<file path="src/rtl/kbd_event_ctrl_if.sv">
`default_nettype none
// ============================================================================
// Module   : kbd_event_ctrl_if
// Brief    : PS/2 front-end pop handshake plus event-queue consumer handshake.
// Revision : 1.0
// ============================================================================
interface kbd_event_ctrl_if;
  logic [7:0]  ps2_data;
  logic        ps2_ready;
  logic        ps2_overflow;
  logic        ps2_nextdata_n;
  logic [13:0] ev_data;
  logic        ev_valid;
  logic        ev_ready;

  // master: front end + CPU-side consumer; slave: the sequencing controller
  modport master (
    output ps2_data, ps2_ready, ps2_overflow, ev_ready,
    input  ps2_nextdata_n, ev_data, ev_valid
  );

  modport slave (
    input  ps2_data, ps2_ready, ps2_overflow, ev_ready,
    output ps2_nextdata_n, ev_data, ev_valid
  );
endinterface
`default_nettype wire

</file>
<file path="src/rtl/kbd_event_ctrl.sv">
`default_nettype none
// ============================================================================
// Module   : kbd_event_ctrl
// Brief    : Folds E0/F0 scan-code prefixes into key events with modifier
//            state and repeat filtering, queued in a fall-through event FIFO.
// Revision : 1.0
// ============================================================================
module kbd_event_ctrl #(
  parameter int FIFO_DEPTH    = 8,
  parameter bit FILTER_REPEAT = 1'b1
) (
  input  wire logic                      clk,
  input  wire logic                      clr,
  kbd_event_ctrl_if.slave                bus,
  output logic [3:0]                     mods,
  output logic [$clog2(FIFO_DEPTH):0]    fifo_count,
  output logic [7:0]                     drop_cnt
);
  localparam int                c_aw       = $clog2(FIFO_DEPTH);
  localparam logic [c_aw:0]     c_full     = (c_aw + 1)'(FIFO_DEPTH);
  localparam logic [c_aw:0]     c_cnt_zero = '0;
  localparam logic [c_aw-1:0]   c_ptr_one  = (c_aw)'(1);
  localparam logic [7:0]        c_code_ext = 8'hE0;
  localparam logic [7:0]        c_code_brk = 8'hF0;

  typedef enum logic [1:0] {
    IDLE = 2'd0,
    ACK  = 2'd1,
    DEC  = 2'd2
  } state_t;

  state_t            r_state;
  state_t            w_state_nxt;
  logic [7:0]        r_cur;
  logic              r_ext_f;
  logic              r_brk_f;
  logic [3:0]        r_mods;
  logic              r_last_valid;
  logic              r_last_ext;
  logic [7:0]        r_last_code;
  logic              r_ovf_q;
  logic [7:0]        r_drop_cnt;
  logic [13:0]       r_mem [FIFO_DEPTH];
  logic [c_aw-1:0]   r_wr_ptr;
  logic [c_aw-1:0]   r_rd_ptr;
  logic [c_aw:0]     r_count;

  logic              w_dec;
  logic              w_prefix;
  logic              w_make;
  logic              w_key_match;
  logic              w_repeat;
  logic              w_push;
  logic              w_full;
  logic              w_empty;
  logic              w_wr;
  logic              w_rd;
  logic              w_drop;
  logic              w_ovf_edge;
  logic [3:0]        w_mods_nxt;
  logic [13:0]       w_event;
  logic [1:0]        w_drop_inc;
  logic [8:0]        w_drop_sum;

  // ---------------------------------------------------------------- FSM ----
  always_ff @(posedge clk) begin
    if (clr) r_state <= IDLE;
    else     r_state <= w_state_nxt;
  end

  always_comb begin
    w_state_nxt        = r_state;
    bus.ps2_nextdata_n = 1'b1;
    case (r_state)
      IDLE:    if (bus.ps2_ready) w_state_nxt = ACK;
      ACK: begin
        bus.ps2_nextdata_n = 1'b0;
        w_state_nxt        = DEC;
      end
      DEC:     w_state_nxt = IDLE;
      default: w_state_nxt = IDLE;
    endcase
  end

  always_ff @(posedge clk) begin
    if (clr)                              r_cur <= 8'h00;
    else if (r_state == IDLE && bus.ps2_ready) r_cur <= bus.ps2_data;
  end

  // ------------------------------------------------------------- decode ----
  assign w_dec       = (r_state == DEC);
  assign w_prefix    = (r_cur == c_code_ext) || (r_cur == c_code_brk);
  assign w_make      = !r_brk_f;
  assign w_key_match = r_last_valid && (r_last_ext == r_ext_f) && (r_last_code == r_cur);
  assign w_repeat    = FILTER_REPEAT && w_make && w_key_match;
  assign w_push      = w_dec && !w_prefix && !w_repeat;
  assign w_ovf_edge  = bus.ps2_overflow && !r_ovf_q;
  assign w_event     = {w_mods_nxt, r_ext_f, r_brk_f, r_cur};

  // bit order {caps, alt, ctrl, shift}; the extended flag is irrelevant here
  always_comb begin
    w_mods_nxt = r_mods;
    case (r_cur)
      8'h12, 8'h59: w_mods_nxt[0] = w_make;
      8'h14:        w_mods_nxt[1] = w_make;
      8'h11:        w_mods_nxt[2] = w_make;
      8'h58:        if (w_make) w_mods_nxt[3] = !r_mods[3];
      default:      ;
    endcase
  end

  always_ff @(posedge clk) begin
    if (clr) begin
      r_ext_f <= 1'b0;
      r_brk_f <= 1'b0;
      r_mods  <= 4'h0;
      r_ovf_q <= 1'b0;
    end else begin
      r_ovf_q <= bus.ps2_overflow;
      if (w_dec) begin
        if (r_cur == c_code_ext)      r_ext_f <= 1'b1;
        else if (r_cur == c_code_brk) r_brk_f <= 1'b1;
        else begin
          r_ext_f <= 1'b0;
          r_brk_f <= 1'b0;
        end
      end
      if (w_ovf_edge) begin
        r_ext_f <= 1'b0;
        r_brk_f <= 1'b0;
      end
      if (w_push) r_mods <= w_mods_nxt;
    end
  end

  always_ff @(posedge clk) begin
    if (clr) begin
      r_last_valid <= 1'b0;
      r_last_ext   <= 1'b0;
      r_last_code  <= 8'h00;
    end else if (w_push) begin
      if (w_make) begin
        r_last_valid <= 1'b1;
        r_last_ext   <= r_ext_f;
        r_last_code  <= r_cur;
      end else if (w_key_match) begin
        r_last_valid <= 1'b0;
      end
    end
  end

  // --------------------------------------------------------- event FIFO ----
  assign w_full  = (r_count == c_full);
  assign w_empty = (r_count == c_cnt_zero);
  assign w_wr    = w_push && !w_full;
  assign w_rd    = !w_empty && bus.ev_ready;
  assign w_drop  = w_push && w_full;

  always_ff @(posedge clk) begin
    if (w_wr) r_mem[r_wr_ptr] <= w_event;
  end

  always_ff @(posedge clk) begin
    if (clr) begin
      r_wr_ptr <= '0;
      r_rd_ptr <= '0;
      r_count  <= '0;
    end else begin
      if (w_wr) r_wr_ptr <= r_wr_ptr + c_ptr_one;
      if (w_rd) r_rd_ptr <= r_rd_ptr + c_ptr_one;
      case ({w_wr, w_rd})
        2'b10:   r_count <= r_count + 1'b1;
        2'b01:   r_count <= r_count - 1'b1;
        default: r_count <= r_count;
      endcase
    end
  end

  // a FIFO drop and an overflow edge can land in the same cycle
  assign w_drop_inc = {1'b0, w_drop} + {1'b0, w_ovf_edge};
  assign w_drop_sum = {1'b0, r_drop_cnt} + {7'd0, w_drop_inc};

  always_ff @(posedge clk) begin
    if (clr) r_drop_cnt <= 8'h00;
    else     r_drop_cnt <= w_drop_sum[8] ? 8'hFF : w_drop_sum[7:0];
  end

  assign bus.ev_valid = !w_empty;
  assign bus.ev_data  = w_empty ? 14'h0000 : r_mem[r_rd_ptr];
  assign mods         = r_mods;
  assign fifo_count   = r_count;
  assign drop_cnt     = r_drop_cnt;
endmodule
`default_nettype wire

</file>
<file path="src/flat_wrapper.sv">
// flat-port wrapper written by rule: the top's interface ports become plain ports
module kbd_event_ctrl_flat 
#(
  parameter int FIFO_DEPTH    = 8,
  parameter bit FILTER_REPEAT = 1'b1
)
  (clk, clr, mods, fifo_count, drop_cnt, bus_ps2_data, bus_ps2_ready, bus_ps2_overflow, bus_ev_ready, bus_ps2_nextdata_n, bus_ev_data, bus_ev_valid);
  kbd_event_ctrl_if bus_i ();
  input  wire logic clk;
  input  wire logic clr;
  output logic [3:0] mods;
  output logic [$clog2(FIFO_DEPTH):0] fifo_count;
  output logic [7:0] drop_cnt;
  input wire logic [$bits(bus_i.ps2_data)-1:0] bus_ps2_data;
  input wire logic [$bits(bus_i.ps2_ready)-1:0] bus_ps2_ready;
  input wire logic [$bits(bus_i.ps2_overflow)-1:0] bus_ps2_overflow;
  input wire logic [$bits(bus_i.ev_ready)-1:0] bus_ev_ready;
  output wire logic [$bits(bus_i.ps2_nextdata_n)-1:0] bus_ps2_nextdata_n;
  output wire logic [$bits(bus_i.ev_data)-1:0] bus_ev_data;
  output wire logic [$bits(bus_i.ev_valid)-1:0] bus_ev_valid;
  assign bus_i.ps2_data = bus_ps2_data;
  assign bus_i.ps2_ready = bus_ps2_ready;
  assign bus_i.ps2_overflow = bus_ps2_overflow;
  assign bus_i.ev_ready = bus_ev_ready;
  assign bus_ps2_nextdata_n = bus_i.ps2_nextdata_n;
  assign bus_ev_data = bus_i.ev_data;
  assign bus_ev_valid = bus_i.ev_valid;
  kbd_event_ctrl #(.FIFO_DEPTH(FIFO_DEPTH), .FILTER_REPEAT(FILTER_REPEAT)) u_core (.clk(clk), .clr(clr), .bus(bus_i), .mods(mods), .fifo_count(fifo_count), .drop_cnt(drop_cnt));
endmodule
</file>
<file path="config.mk">
export PLATFORM = sky130hd
export DESIGN_NAME = kbd_event_ctrl_flat
export DESIGN_NICKNAME = d
export VERILOG_FILES = /design/src/rtl/kbd_event_ctrl_if.sv /design/src/rtl/kbd_event_ctrl.sv /design/src/flat_wrapper.sv
export SDC_FILE = /design/constraint.sdc
export NUM_CORES = 1
export LEC_CHECK = 0
export CAP_MARGIN = 25
export CORE_UTILIZATION = 35
export DETAILED_ROUTE_END_ITERATION = 8
export HOLD_SLACK_MARGIN = 0.06
export PLACE_DENSITY = 0.62
export SETUP_SLACK_MARGIN = 0.15
export SYNTH_ARGS = -nofsm -noshare
export SYNTH_HDL_FRONTEND = slang
export SYNTH_SLANG_ARGS = --single-unit
</file>
<file path="constraint.sdc">
create_clock -name clk -period 6.3 [get_ports clk]
set_input_delay 0.945 -clock clk [delete_from_list [all_inputs] [get_ports clk]]
set_output_delay 0.945 -clock clk [all_outputs]
set_load 0.1 [all_outputs]
</file>
==> flow_summary_export.csv <==
group,metric,value,unit
status,outcome,"finished with violations",
status,violations,"DRC",
route,top_layer_used,"met4",
route,drtIter0Drc,264,
critical_path,worstPathCellList,"buf_12 -> mux4_2 -> mux2i_1 -> nor2_1 -> clkdlybuf4s50_1",
logic_synthesis,yosys.area.top_type,"edfxtp_1",
route,wl_met2,6080,um
sta,setup_ws,2.30,ns
sta,slew_violations,0,
critical_path,cp_data_required_time,5.35,ns
logic_synthesis,synth_edf_count,112,
floorplanning,ioPinCount,45,
global_routing,grtUsageTotal,0.143,
route,wl_met1,6140,um
cells_and_area,final_common_cell,"edfxtp_1",
min_path,hold_class,"register to register",
sta,worst_slew_pin_slew,1.05,ns
sta,timing.fmax,250,MHz
route,first_pass_iters,6,
sta,layout_min_cycle_time,4.00,ns
critical_path,path_class,"register to output pin",
floorplanning,start_util,0.361,
sta,setup_violations,0,
logic_synthesis,synthCells,432,
global_routing,grt_max_degree,49,
sta,hold_violations,0,
critical_path,cp-end-kind,"output pin",
sta,holdWs,0.500,ns
clock_tree,clk_pin_slew,0.06,ns
sta,tns,0,ns
logic_synthesis,synth_top_area_share,0.511,
floorplanning,dieArea,19400,um^2
floorplanning,die_w,139,um
placement,hpwl,7830,um
logic_synthesis,async_reset_ff_frac,0,
clock_tree,clk_latency,0.42,ns
sta,skew,0.00710,ns
logic_synthesis,syn_area,6580,um^2
clock_tree,clock-sinks,160,
route,wirelength,12900,um
logic_synthesis,synthTopCellsByArea,"edfxtp_1 (51%), dfxtp_1 (15%), mux4_2 (9.6%), mux2i_1 (5.0%), nor2_1 (2.7%)",
global_routing,grt_pass1_vias,3800,
cells_and_area,final_cell_mix,"edfxtp_1 (112), dfxtp_1 (47), nor2_1 (46)",
route,ant_nets,0,
logic_synthesis,ys.warnings.count,0,
cells_and_area,nets,496,
placement,dp_slack,2.39,ns
sta,final.period_utilization,0.635,
cells_and_area,area_delta_synth_final,19.1,%
cells_and_area,drive_gt1_frac,0.169,
floorplanning,core.rowCount,49,
critical_path,cp.arrival,3.05,ns
floorplanning,core,18200,um^2
sta,slew_headroom,0.291,
pwr,peakVddDrop,0.196,mV
pwr,p_leak,2.56,nW
route,drc,4,
clock_tree,h-tree-depth,4,
clock_tree,cts_resized,0,
critical_path,cpPeakStageDelay,0.97,ns
clock_tree,cts_tree,"done",
global_routing,grt_pass1_wl,20700,um
global_routing,antenna_found_initial,0,
clock_tree,hold_buffers,0,
critical_path,cp_max_fo,19,
route,wl_per_cell,18.1,um
critical_path,crit_family,"buffers and inverters",
logic_synthesis,synthFlopType,"edfxtp_1",
pwr,power_density,361,nW/um^2
logic_synthesis,synth-seq-cells,160,
logic_synthesis,synth.net_count,452,
clock_tree,cts-root-buf,"clkbuf_16",
clock_tree,cts_setup_buffers,0,
critical_path,critPathLaunchType,"register",
critical_path,path_buf_inv,2,
floorplanning,die_y,139,um
cells_and_area,utilization,0.430,
route,vias,3695,
route,vias_per_cell,5.18,
sta,rsz0062_at_grt,"false",
placement,io_buffers,44,
clock_tree,cts.path.max_buffers,2,
critical_path,critPathSlowestCell,"clkdlybuf4s50_1",
clock_tree,cts_buffers,17,
route,met3_length,515,um
placement,gp_congestion,0.764,
logic_synthesis,synth-seq-area-share,0.657,
cells_and_area,diodes,0,
logic_synthesis,synth_cell_types,49,
logic_synthesis,syn_avg_cell_area,15.2,um^2
flow_run,max_cap_viol_count,0,
global_routing,grt_overflow,0,
-- synth_stat cells, types with 2 or more instances --
master / number
nand2_1: 7
nor3b_1: 2
inv_1: 6
a21oi_1: 19
nor2_1: 47
nor3_1: 8
nand3_1: 6
buf_1: 5
mux2_2: 2
nor4_1: 2
or3_1: 5
ha_1: 6
xnor2_2: 2
nand2b_1: 4
mux4_2: 28
and3_1: 2
o21ai_0: 8
and2_1: 3
buf_2: 6
nor2b_1: 6
and4b_1: 4
nand4b_1: 2
nand4_1: 2
clkbuf_1: 13
edfxtp_1: 112
nor4b_1: 6
dfxtp_1: 48
a211oi_1: 2
mux2i_1: 33
xnor2_1: 10
o31ai_1: 2
xor2_1: 6
buf_6: 2
-- where the power goes --
part | internal, mW | leakage (nW) | switching, mW | total, mW
clock | 0.571 | 0.262 | 0.391 | 0.963
sequential | 1.14 | 1.42 | 0.0466 | 1.19
combinational | 0.216 | 0.881 | 0.458 | 0.675
total | 1.93 | 2.56 | 0.896 | 2.83
-- sequential cells by signal, indices dropped and copies added (netlist names), named ones only --
register and count:
u_core.mods 4, u_core.drop_cnt 8, u_core.r_last_code 8, u_core.r_wr_ptr 3, u_core.r_brk_f 1, u_core.r_ext_f 1
u_core.r_mem 112, u_core.r_cur 8, u_core.r_rd_ptr 3, u_core.r_last_ext 1, u_core.fifo_count 4, u_core.r_ovf_q 1
u_core.r_state 2, u_core.r_last_valid 1
-- metal layers --
| layer | up-vias | global-route usage |
|---|---|---|
| met3 | 18 | 0.0411 |
| met2 | 75 | 0.224 |
| met5 | - | 0 |
| met1 | 1871 | 0.186 |
| li1 | 1731 | - |
| met4 | 0 | 0.0637 |
-- layout make-up --
class,instances,area [um^2]
clock buffer,17,425
clock inverter,11,120
fill,1616,10400
inverter,6,22.5
multi-input combinational,239,2150
sequential,160,4330
tap,229,287
timing repair buffer,52,508
-- stage by stage --
step | std cells | power, mW | area (um^2)
5_1_grt | 714 | 2.93 | 7840
3_3_place_gp | 685 | 1.88 | 7270
4_1_cts | 713 | 2.85 | 7820
6_report | 714 | 2.83 | 7840
2_1_floorplan | 432 | 1.74 | 6580
3_5_place_dp | 685 | 1.89 | 7270
-- cell families after synthesis --
logic type / after synthesis / synth area share
compound gates: 36 / 0.0329
xor+xnor: 18 / 0.0262
fa+ha+maj: 7 / 0.0144
buf+inv: 33 / 0.0228
flops: 160 / 0.657
mux: 64 / 0.152
simple gates: 114 / 0.0949
-- final timing paths --
kind	startpoint	to	cells past startpoint	slack [ns]
worst max register to register	u_core.r_cur[6]	u_core.fifo_count[3]	11	2.65
worst min register to register	u_core.drop_cnt[4]	u_core.drop_cnt[4]	1	0.50
worst min-delay path	u_core.drop_cnt[4]	u_core.drop_cnt[4]	1	0.50
worst max-delay path	register	bus_ev_data[8]	5	2.30
No activity file was read; power rests on OpenSTA's default activity.
